File: src/rtl/conv_pkg.sv
// conv_pkg: shared state encoding, loop-bound defaults and stride/width helpers
// for the convolution filter address generator.
package conv_pkg;

    typedef enum logic [1:0] {S_IDLE, S_RUN, S_DONE} state_t;

    localparam int DEF_IN_CH     = 32;
    localparam int DEF_ROW_ITERS = 6;
    localparam int DEF_OUT_F     = 64;
    localparam int DEF_KSIZE     = 3;

    function automatic int filter_stride(input int in_ch, input int ksize);
        return in_ch * ksize;
    endfunction

    function automatic int cnt_width(input int n);
        return (n > 1) ? $clog2(n) : 1;
    endfunction

endpackage

File: src/rtl/conv_loop_counter.sv
// conv_loop_counter: modulo-N loop counter; wrap flags the increment that rolls it back to 0.
module conv_loop_counter
    import conv_pkg::*;
#(
    parameter int N = 2,
    parameter int W = cnt_width(N)
) (
    input  logic         clk,
    input  logic         rst,
    input  logic         clear,
    input  logic         inc,
    output logic [W-1:0] cnt,
    output logic         wrap
);

    assign wrap = inc && cnt == W'(N - 1);

    always_ff @(posedge clk or posedge rst)
        if (rst) cnt <= '0;
        else if (clear) cnt <= '0;
        else if (inc) cnt <= wrap ? '0 : cnt + W'(1);

endmodule

File: src/rtl/conv_filter_addr_gen.sv
// conv_filter_addr_gen: streams filter-weight addresses (channel > row group > filter > tap)
// over valid/ready. Define CONV_FILTER_LAST_EN to add last_out and row_last_out.
module conv_filter_addr_gen
    import conv_pkg::*;
#(
    parameter int ADDR_WIDTH = 32,
    parameter int IN_CH      = DEF_IN_CH,
    parameter int ROW_ITERS  = DEF_ROW_ITERS,
    parameter int OUT_F      = DEF_OUT_F,
    parameter int KSIZE      = DEF_KSIZE
) (
    input  logic                  clk,
    input  logic                  rst,
    input  logic                  start,
    input  logic                  abort,
    input  logic [ADDR_WIDTH-1:0] base_filter_addr,
    input  logic                  ready_in,
    output logic [ADDR_WIDTH-1:0] filter_address,
    output logic                  valid_out,
    output logic                  filter_start_out,
    output logic                  busy,
    output logic                  done
`ifdef CONV_FILTER_LAST_EN
    ,
    output logic                  last_out,
    output logic                  row_last_out
`endif
);

    localparam int KW = cnt_width(KSIZE);
    localparam int FW = cnt_width(OUT_F);
    localparam int RW = cnt_width(ROW_ITERS);
    localparam int CW = cnt_width(IN_CH);
    localparam logic [ADDR_WIDTH-1:0] STEP_CH = ADDR_WIDTH'(KSIZE);
    // From the last tap of one filter to tap 0 of the next filter.
    localparam logic [ADDR_WIDTH-1:0] STEP_F = ADDR_WIDTH'(filter_stride(IN_CH, KSIZE) - KSIZE + 1);

    state_t state, state_n;
    logic [KW-1:0] k;
    logic [FW-1:0] f;
    logic [RW-1:0] row;
    logic [CW-1:0] ch;
    logic k_wrap, f_wrap, row_wrap, ch_wrap;
    logic accept, fire;
    logic [ADDR_WIDTH-1:0] ch_base;

    assign accept = state == S_IDLE && start && !abort;
    assign fire   = state == S_RUN && ready_in && !abort;

    always_ff @(posedge clk or posedge rst)
        if (rst) state <= S_IDLE;
        else state <= state_n;

    always_comb begin
        state_n = abort ? S_IDLE :
                  accept ? S_RUN :
                  (fire && ch_wrap) ? S_DONE :
                  (state == S_DONE) ? S_IDLE : state;
    end

    conv_loop_counter #(.N(KSIZE))     u_k   (.clk(clk), .rst(rst), .clear(accept), .inc(fire),     .cnt(k),   .wrap(k_wrap));
    conv_loop_counter #(.N(OUT_F))     u_f   (.clk(clk), .rst(rst), .clear(accept), .inc(k_wrap),   .cnt(f),   .wrap(f_wrap));
    conv_loop_counter #(.N(ROW_ITERS)) u_row (.clk(clk), .rst(rst), .clear(accept), .inc(f_wrap),   .cnt(row), .wrap(row_wrap));
    conv_loop_counter #(.N(IN_CH))     u_ch  (.clk(clk), .rst(rst), .clear(accept), .inc(row_wrap), .cnt(ch),  .wrap(ch_wrap));

    // ch_base tracks base + ch*KSIZE so each row pass can rewind to filter 0 without a multiply.
    always_ff @(posedge clk or posedge rst)
        if (rst) begin
            filter_address <= '0;
            ch_base        <= '0;
        end else if (accept) begin
            filter_address <= base_filter_addr;
            ch_base        <= base_filter_addr;
        end else if (fire) begin
            if (row_wrap) begin
                filter_address <= ch_base + STEP_CH;
                ch_base        <= ch_base + STEP_CH;
            end else if (f_wrap) filter_address <= ch_base;
            else if (k_wrap) filter_address <= filter_address + STEP_F;
            else filter_address <= filter_address + ADDR_WIDTH'(1);
        end

    assign valid_out        = state == S_RUN;
    assign busy             = state == S_RUN;
    assign done             = state == S_DONE;
    assign filter_start_out = valid_out && k == '0;

`ifdef CONV_FILTER_LAST_EN
    assign row_last_out = valid_out && f == FW'(OUT_F - 1) && k == KW'(KSIZE - 1);
    assign last_out     = row_last_out && row == RW'(ROW_ITERS - 1) && ch == CW'(IN_CH - 1);
`else
    logic unused_cnt;
    assign unused_cnt = ^{f, row, ch};
`endif

endmodule

File: config.mk
export PLATFORM = sky130hd
export DESIGN_NAME = conv_filter_addr_gen
export DESIGN_NICKNAME = d
export VERILOG_FILES = /design/src/rtl/conv_pkg.sv /design/src/rtl/conv_loop_counter.sv /design/src/rtl/conv_filter_addr_gen.sv
export SDC_FILE = /design/constraint.sdc
export NUM_CORES = 1
export LEC_CHECK = 0
export CAP_MARGIN = 20
export CORE_MARGIN = 4
export CORE_UTILIZATION = 52
export DETAILED_ROUTE_END_ITERATION = 10
export GPL_TIMING_DRIVEN = 0
export HOLD_SLACK_MARGIN = 0.06
export PLACE_DENSITY = 0.78
export SKIP_LAST_GASP = 1
export SLEW_MARGIN = 5
export SYNTH_ARGS = -nofsm -noshare
export SYNTH_HDL_FRONTEND = slang
export SYNTH_SLANG_ARGS = --single-unit
export TNS_END_PERCENT = 50
File: constraint.sdc
create_clock -name clk -period 3.1 [get_ports clk]
set_input_delay 0.93 -clock clk [delete_from_list [all_inputs] [get_ports clk]]
set_output_delay 0.93 -clock clk [all_outputs]
set_load 0.005 [all_outputs]
==> results of run 1 <==
[layout make-up]
cell class                      instances  area share
Multi-Input combinational cell        618       0.511
Inverter                               17     0.00863
Clock inverter                          3     0.00847
Tap cell                              143      0.0233
Buffer                                 49      0.0378
Timing Repair Buffer                   85       0.112
Sequential cell                        82       0.267
Clock buffer                           11      0.0316
[power by group through the flow]
stage / clock network (mW) / logic (mW) / registers (mW)
detailed placement: 0 / 1.23 / 1.53
floorplan: 0 / 0.727 / 1.47
finish: 1.17 / 1.32 / 1.52
global placement: 0 / 1.21 / 1.51
CTS: 1.17 / 1.27 / 1.51
global route: 1.22 / 1.42 / 1.55
[cells in the final DEF (no fill, tap or decap), drive strengths merged, types with 5 or more instances in the layout]
master / instances
nor3b: 5
and3: 14
nand4: 19
clkbuf: 33
o31ai: 10
o21a: 11
a211oi: 9
inv: 17
nor3: 21
nor2: 91
nor4: 13
xor2: 20
o22ai: 15
buf: 40
or4: 6
clkdlybuf4s50: 72
nand2: 79
a21oi: 58
nand3: 37
o21ai: 66
dfrtp: 82
ha: 9
a31oi: 11
and4: 8
o22a: 5
o211ai: 10
xnor2: 22
[Yosys cell counts, types with 9 or more instances]
| library cell | number |
|---|---|
| nor2_1 | 89 |
| dfrtp_1 | 82 |
| nand2_1 | 78 |
| o21ai_0 | 63 |
| a21oi_1 | 57 |
| nand3_1 | 36 |
| clkbuf_1 | 22 |
| xnor2_1 | 22 |
| xor2_1 | 20 |
| nand4_1 | 19 |
| inv_1 | 17 |
| nor3_1 | 17 |
| o22ai_1 | 15 |
| and3_1 | 14 |
| buf_2 | 12 |
| a31oi_1 | 11 |
| o21a_1 | 11 |
| o211ai_1 | 10 |
| ha_1 | 9 |
| o31ai_1 | 9 |
[registers in the layout, indices dropped and copies added, names as in the netlist]
name            flops
u_k.cnt             2
ch_base            32
u_row.cnt           3
u_ch.cnt            5
state               2
filter_address     32
u_f.cnt             6
[metal layers]
layer / global-route usage / vias up
met3: 0.0997 / 119
met1: 0.485 / 3313
met5: 0 / -
li1: - / 3036
met4: 0.217 / 0
met2: 0.564 / 510
[worst max-delay path, stage by stage]
cell and delay, ns:
clkdlybuf4s50_1 0.50, or2_4 0.30, buf_6 0.18, o22ai_2 0.53, and3_1 0.34, nand2_1 0.09, a221o_1 0.31, a32o_1 0.21
[cell families after synthesis]
logic type | count (synthesis) | synth area share
AO/OA/AOI/OAI | 249 | 0.265
XOR/XNOR | 42 | 0.0594
adder cells (fa/ha/maj) | 9 | 0.0182
buffers and inverters | 66 | 0.0511
flip-flops | 82 | 0.331
multiplexers | 3 | 0.00505
AND/OR/NAND/NOR | 315 | 0.269
[worst max path at each step]
stage,from,to,slack (ns),cells after the start
after CTS,abort,filter_address[3],-0.12,9
after global placement,rst,ch_base[8],-1.50,2
after floorplan,rst,ch_base[0],0.06,1
final,abort,filter_address[14],-0.05,8
after detailed placement,abort,filter_address[10],-1.09,6
after global routing,abort,filter_address[14],-0.04,8
[what timing repair did]
item                                   4_1_cts  5_1_grt
endpoints found under the hold margin        0        0
setup endpoints to repair                   81       69
setup buffers                                5        7
pin swaps                                    4        4
resized for setup                           21       31
==> impl_metrics.toml, run 1 <==
[worst_setup_path]
r2r_setup_slack_ns = 0.18
critPathArrivalTime_ns = 3.40
path_class = "input port to flop"
r2r_end = "filter_address[16]"
worst-endpoint-required_ns = 3.34
crit_path_start_kind = "input port"
rr_startpoint = "ch_base[0]"
crit_path_max_fanout = 10
worstRegToRegCells = 9
end_kind = "flop"

[placed_design]
dp_slack_ns = -1.09
placed_area_um2 = 7120
numPortBuffers = 72
gp_congestion = 1.01
dp_hpwl_um = 17600
dp_cells = 982

[power_and_ir_drop]
swShare = 0.361
p_total_mw = 4.02
power.density_nw_per_um2 = 523
leakage_nw = 3.02
pwr-share-clk = 0.291
combPwrFrac = 0.330
switching_power_mw = 1.45
seqPwrFrac = 0.379
p_int_mw = 2.57
peakVddDrop_mv = 0.368

[hold_path]
hp-class = "flop to flop"
worstHoldStart = "u_ch.cnt[3]"
hold_path_depth = 1
hold_path_end = "u_ch.cnt[3]"

[timing]
period_share = 1.02
fin_setup_tns_ns = -0.137
hold_viol_final = 0
maxSlewHeadroom = 0.357
tightest_slew_ns = 0.951
max_clock_freq_mhz = 317
drv_slew = 0
rsz0062_at_grt = "true"
setup_viol = 3
setup_slack_ns = -0.0546
whs_ns = 0.482
period_needed_ns = 3.15
finClkSkew_ns = 0.00790

[synth]
synth.top_cell.area_share = 0.331
syn-num-nets = 812
synthTopCellsByArea = "dfrtp_1 (33%), nor2_1 (5.4%), o21ai_0 (5.1%)"
ys_types = 85
synth_cells = 766
async_flop_share = 1.00
syn_avg_cell_area_um2 = 8.09
synth_seq_area_share = 0.331
synth_edf_count = 0
yosys_most_used_dff = "dfrtp_1"
ys_ff_latch = 82
synth_top_area_cell = "dfrtp_1"
netlist_area_um2 = 6190
yosys_warnings = 0

[layout]
drive_above_1_share = 0.120
final_net_count = 908
n_fill_cell = 989
seq_area_um2 = 2050
multi_input_area_um2 = 3920
diodes = 0
post-route-cell-area_um2 = 7680
instances_no_fill = 1008
final_core_util = 0.667
area_growth_pct = 24.0

[floorplan]
rows = 39
die_w_um = 117
io_pins = 73
die_h_um = 117
die-area_um2 = 13700
core_um2 = 11500
start_util = 0.538

[global_routing]
grt_max_degree = 43
grt_antenna_before_repair = 0
gr-total-overflow = 0
grt_pass1_vias = 6734
grtUsageTotal = 0.375
grt_pass1_wl_um = 37900

[clock_tree]
clock_path_buffers = 2
ctsHoldBuffers = 0
cts_tree = "built"
clkTransAtPathRegs_ns = 0.06
numCtsBuffers = 9
clock_latency_ns = 0.35
cts-htree-levels = 3
cts_root_buf = "clkbuf_16"
clock_sinks = 82

[detailed_routing]
drtIter0Drc = 1010
drt-total-wl_um = 25300
vias = 6978
avgViaCountPerCell = 6.92
wl_per_cell_um = 25.1
wl_met3_um = 2940
first_pass_iters = 5
wl_met2_um = 11100
m1WireLength_um = 9690
drc_errors = 0
dr.max_layer_used = "met4"
drtAntennaViolNets = 0

[run_status]
violations = "negative setup slack"
status = "complete, but fails checks"

[run]
maxCapViolCount = 0
Power figures use the tool's default switching activity.
==> run 2: changes to the inputs <==
--- a/config.mk
+++ b/config.mk
@@ -7,11 +7,10 @@
 export LEC_CHECK = 0
 export CAP_MARGIN = 20
 export CORE_MARGIN = 4
-export CORE_UTILIZATION = 52
+export CORE_UTILIZATION = 57
 export DETAILED_ROUTE_END_ITERATION = 10
 export GPL_TIMING_DRIVEN = 0
-export HOLD_SLACK_MARGIN = 0.06
-export PLACE_DENSITY = 0.78
+export PLACE_DENSITY = 0.81
 export SKIP_LAST_GASP = 1
 export SLEW_MARGIN = 5
 export SYNTH_ARGS = -nofsm -noshare
==> constraint.sdc (replaced) <==
create_clock -name clk -period 2.96 [get_ports clk]
set_input_delay 0.888 -clock clk [delete_from_list [all_inputs] [get_ports clk]]
set_output_delay 0.888 -clock clk [all_outputs]
set_load 0.005 [all_outputs]
==> run 2 against run 1 <==
Against the previous run: cell count grew 0.30%; non-clock buffer count grew 8; clock power shrank 34%; the run now ends clean; sequential share of layout area grew 0.22 points; largest power group unchanged; utilization grew 6.1 points.
==> impl_metrics.toml, run 2 (same netlist as run 1, synthesis figures left out) <==
[detailed_routing]
drt-total-wl_um = 25700
drc_errors = 0
avgViaCountPerCell = 7.12
wl_per_cell_um = 25.5
first_pass_iters = 6
drtIter0Drc = 1236
vias = 7202
drtAntennaViolNets = 0

[clock_tree]
ctsHoldBuffers = 0
cts_root_buf = "clkbuf_8"
clock_path_buffers = 2
cts-htree-levels = 3
clkTransAtPathRegs_ns = 0.09
cts_tree = "built"
clock_sinks = 82
numCtsBuffers = 9
clock_latency_ns = 0.38

[power_and_ir_drop]
p_total_mw = 3.82
peakVddDrop_mv = 0.332
leakage_nw = 3.01
power.density_nw_per_um2 = 502

[floorplan]
start_util = 0.592
die-area_um2 = 12600
die_w_um = 112
rows = 37
die_h_um = 112
io_pins = 73
core_um2 = 10500

[hold_path]
hold_path_depth = 1
hp-class = "flop to flop"

[worst_setup_path]
critPathSlowestCell = "nor2_1"
path_class = "input port to flop"
max_stage_delay_ns = 0.38
critPathArrivalTime_ns = 3.06
crit_path_max_fanout = 10
worst-endpoint-required_ns = 3.23
crit_path_start_kind = "input port"
cp_num_buf_inv = 3
crit_chain = "dlygate4sd2_1 -> nand2_1 -> nor2_1 -> clkbuf_4 -> buf_2 -> nor2_1 -> a211oi_1 -> nor2_1"
cp_num_cells = 8
end_kind = "flop"
path_delay_family = "buffers and inverters"
worstRegToRegCells = 9
critPathMostFrequentCell = "nor2_1"

[timing]
finClkSkew_ns = 0.0168
max_clock_freq_mhz = 357
whs_ns = 0.481
setup_viol = 0
rsz0062_at_grt = "false"
drv_slew = 0
period_needed_ns = 2.80
hold_viol_final = 0
period_share = 0.945
tightest_slew_ns = 1.04
maxSlewHeadroom = 0.304

[global_routing]
grt_pass1_wl_um = 39300
grtUsageMet2 = 0.631
met1_usage = 0.503
gr-total-overflow = 0
met3_usage = 0.114
grt_pass1_vias = 7054
gr-max-usage-layer = "met2"
grt_max_degree = 35
grt_antenna_before_repair = 0
grtUsageTotal = 0.402

[layout]
drive_above_1_share = 0.127
area_growth_pct = 23.0
final_net_count = 916
largestRegisters = "ch_base: 32 flops, filter_address: 32 flops, u_f.cnt: 6 flops"
instances_no_fill = 1011
diodes = 0
layout_commonest_cell = "nor2_1"
final_cell_mix = "nor2_1 (87), dfrtp_1 (82), nand2_1 (77), clkdlybuf4s50_1 (70), o21ai_0 (60)"

[placed_design]
gp_congestion = 1.00
dp_cells = 976
dp_hpwl_um = 17700
numPortBuffers = 72

[run_status]
status = "finished clean"

[run]
maxCapViolCount = 0
==> run 2: changes by cell type in the layout (fill, tap and decap cells not counted), sizes merged <==
| cell | change |
|---|---|
| buf | +6 |
| bufinv | -2 |
| clkbuf | +4 |
| clkdlybuf4s50 | -2 |
| clkinv | +2 |
| clkinvlp | +1 |
| dlygate4sd2 | +1 |
| dlymetal6s2s | +1 |
| inv | -1 |
==> run 2: worst reg2reg max path, cell delays in order, from the launching register on <==
cell       delay, ns
dfrtp_1         0.45
inv_1           0.07
ha_1            0.23
nand3b_1        0.32
nor4_4          0.39
clkbuf_4        0.31
nand3_1         0.11
o211a_1         0.27
a2111oi_0       0.40
nor3_1          0.09
==> run 2: cell type report <==
cell class	count	area [um2]
sequential	82	2050
fill	863	2850
clock inverter	3	15.0
clock buffer	13	149
timing repair buffer	93	921
tap	136	170
inverter	17	67.6
multi-input combinational	618	3930
buffer	49	314
==> run 2: timing repair <==
action / 4_1_cts / 5_1_grt
gates resized for setup: 37 / 19
pin swaps: 5 / 2
setup buffers: 11 / 7
hold endpoints to repair: 0 / 0
endpoints found under the setup margin: 82 / 66
==> run 2: worst paths after layout <==
check | from | slack (ns) | end
worst min-delay path | u_ch.cnt[3] | 0.48 | u_ch.cnt[3]
min in group asynchronous | rst | 1.01 | ch_base[19]
worst max register to register | ch_base[0] | 0.20 | filter_address[16]
worst min register to register | u_ch.cnt[3] | 0.48 | u_ch.cnt[3]
max in group asynchronous | rst | 1.14 | filter_address[10]
worst max-delay path | ready_in | 0.16 | filter_address[26]
==> run 2: per-layer routing <==
metal / vias to the layer above / part of all wire
met4: 0 / 0.068
li1: 3055 / -
met2: 614 / 0.45
met3: 152 / 0.13
met1: 3381 / 0.36
met5: - / 0
==> run 2: power breakdown <==
part | switching (mW) | internal, mW
logic | 0.784 | 0.665
clock network | 0.449 | 0.326
registers | 0.294 | 1.30
total | 1.53 | 2.29
==> run 2: through the flow <==
| step | area [um2] | setup WS, ns | TNS, ns | util |
|---|---|---|---|---|
| 3_3_place_gp | 7090 | -1.11 | -56.98 | 0.677 |
| 3_5_place_dp | 7130 | -1.17 | -62.84 | 0.681 |
| 2_1_floorplan | 6200 | 0.348 | 0 | - |
| 5_1_grt | 7620 | 0.0634 | 0 | 0.728 |
| 6_report | 7620 | 0.162 | 0 | 0.728 |
| 4_1_cts | 7480 | -0.0948 | -0.202 | 0.715 |
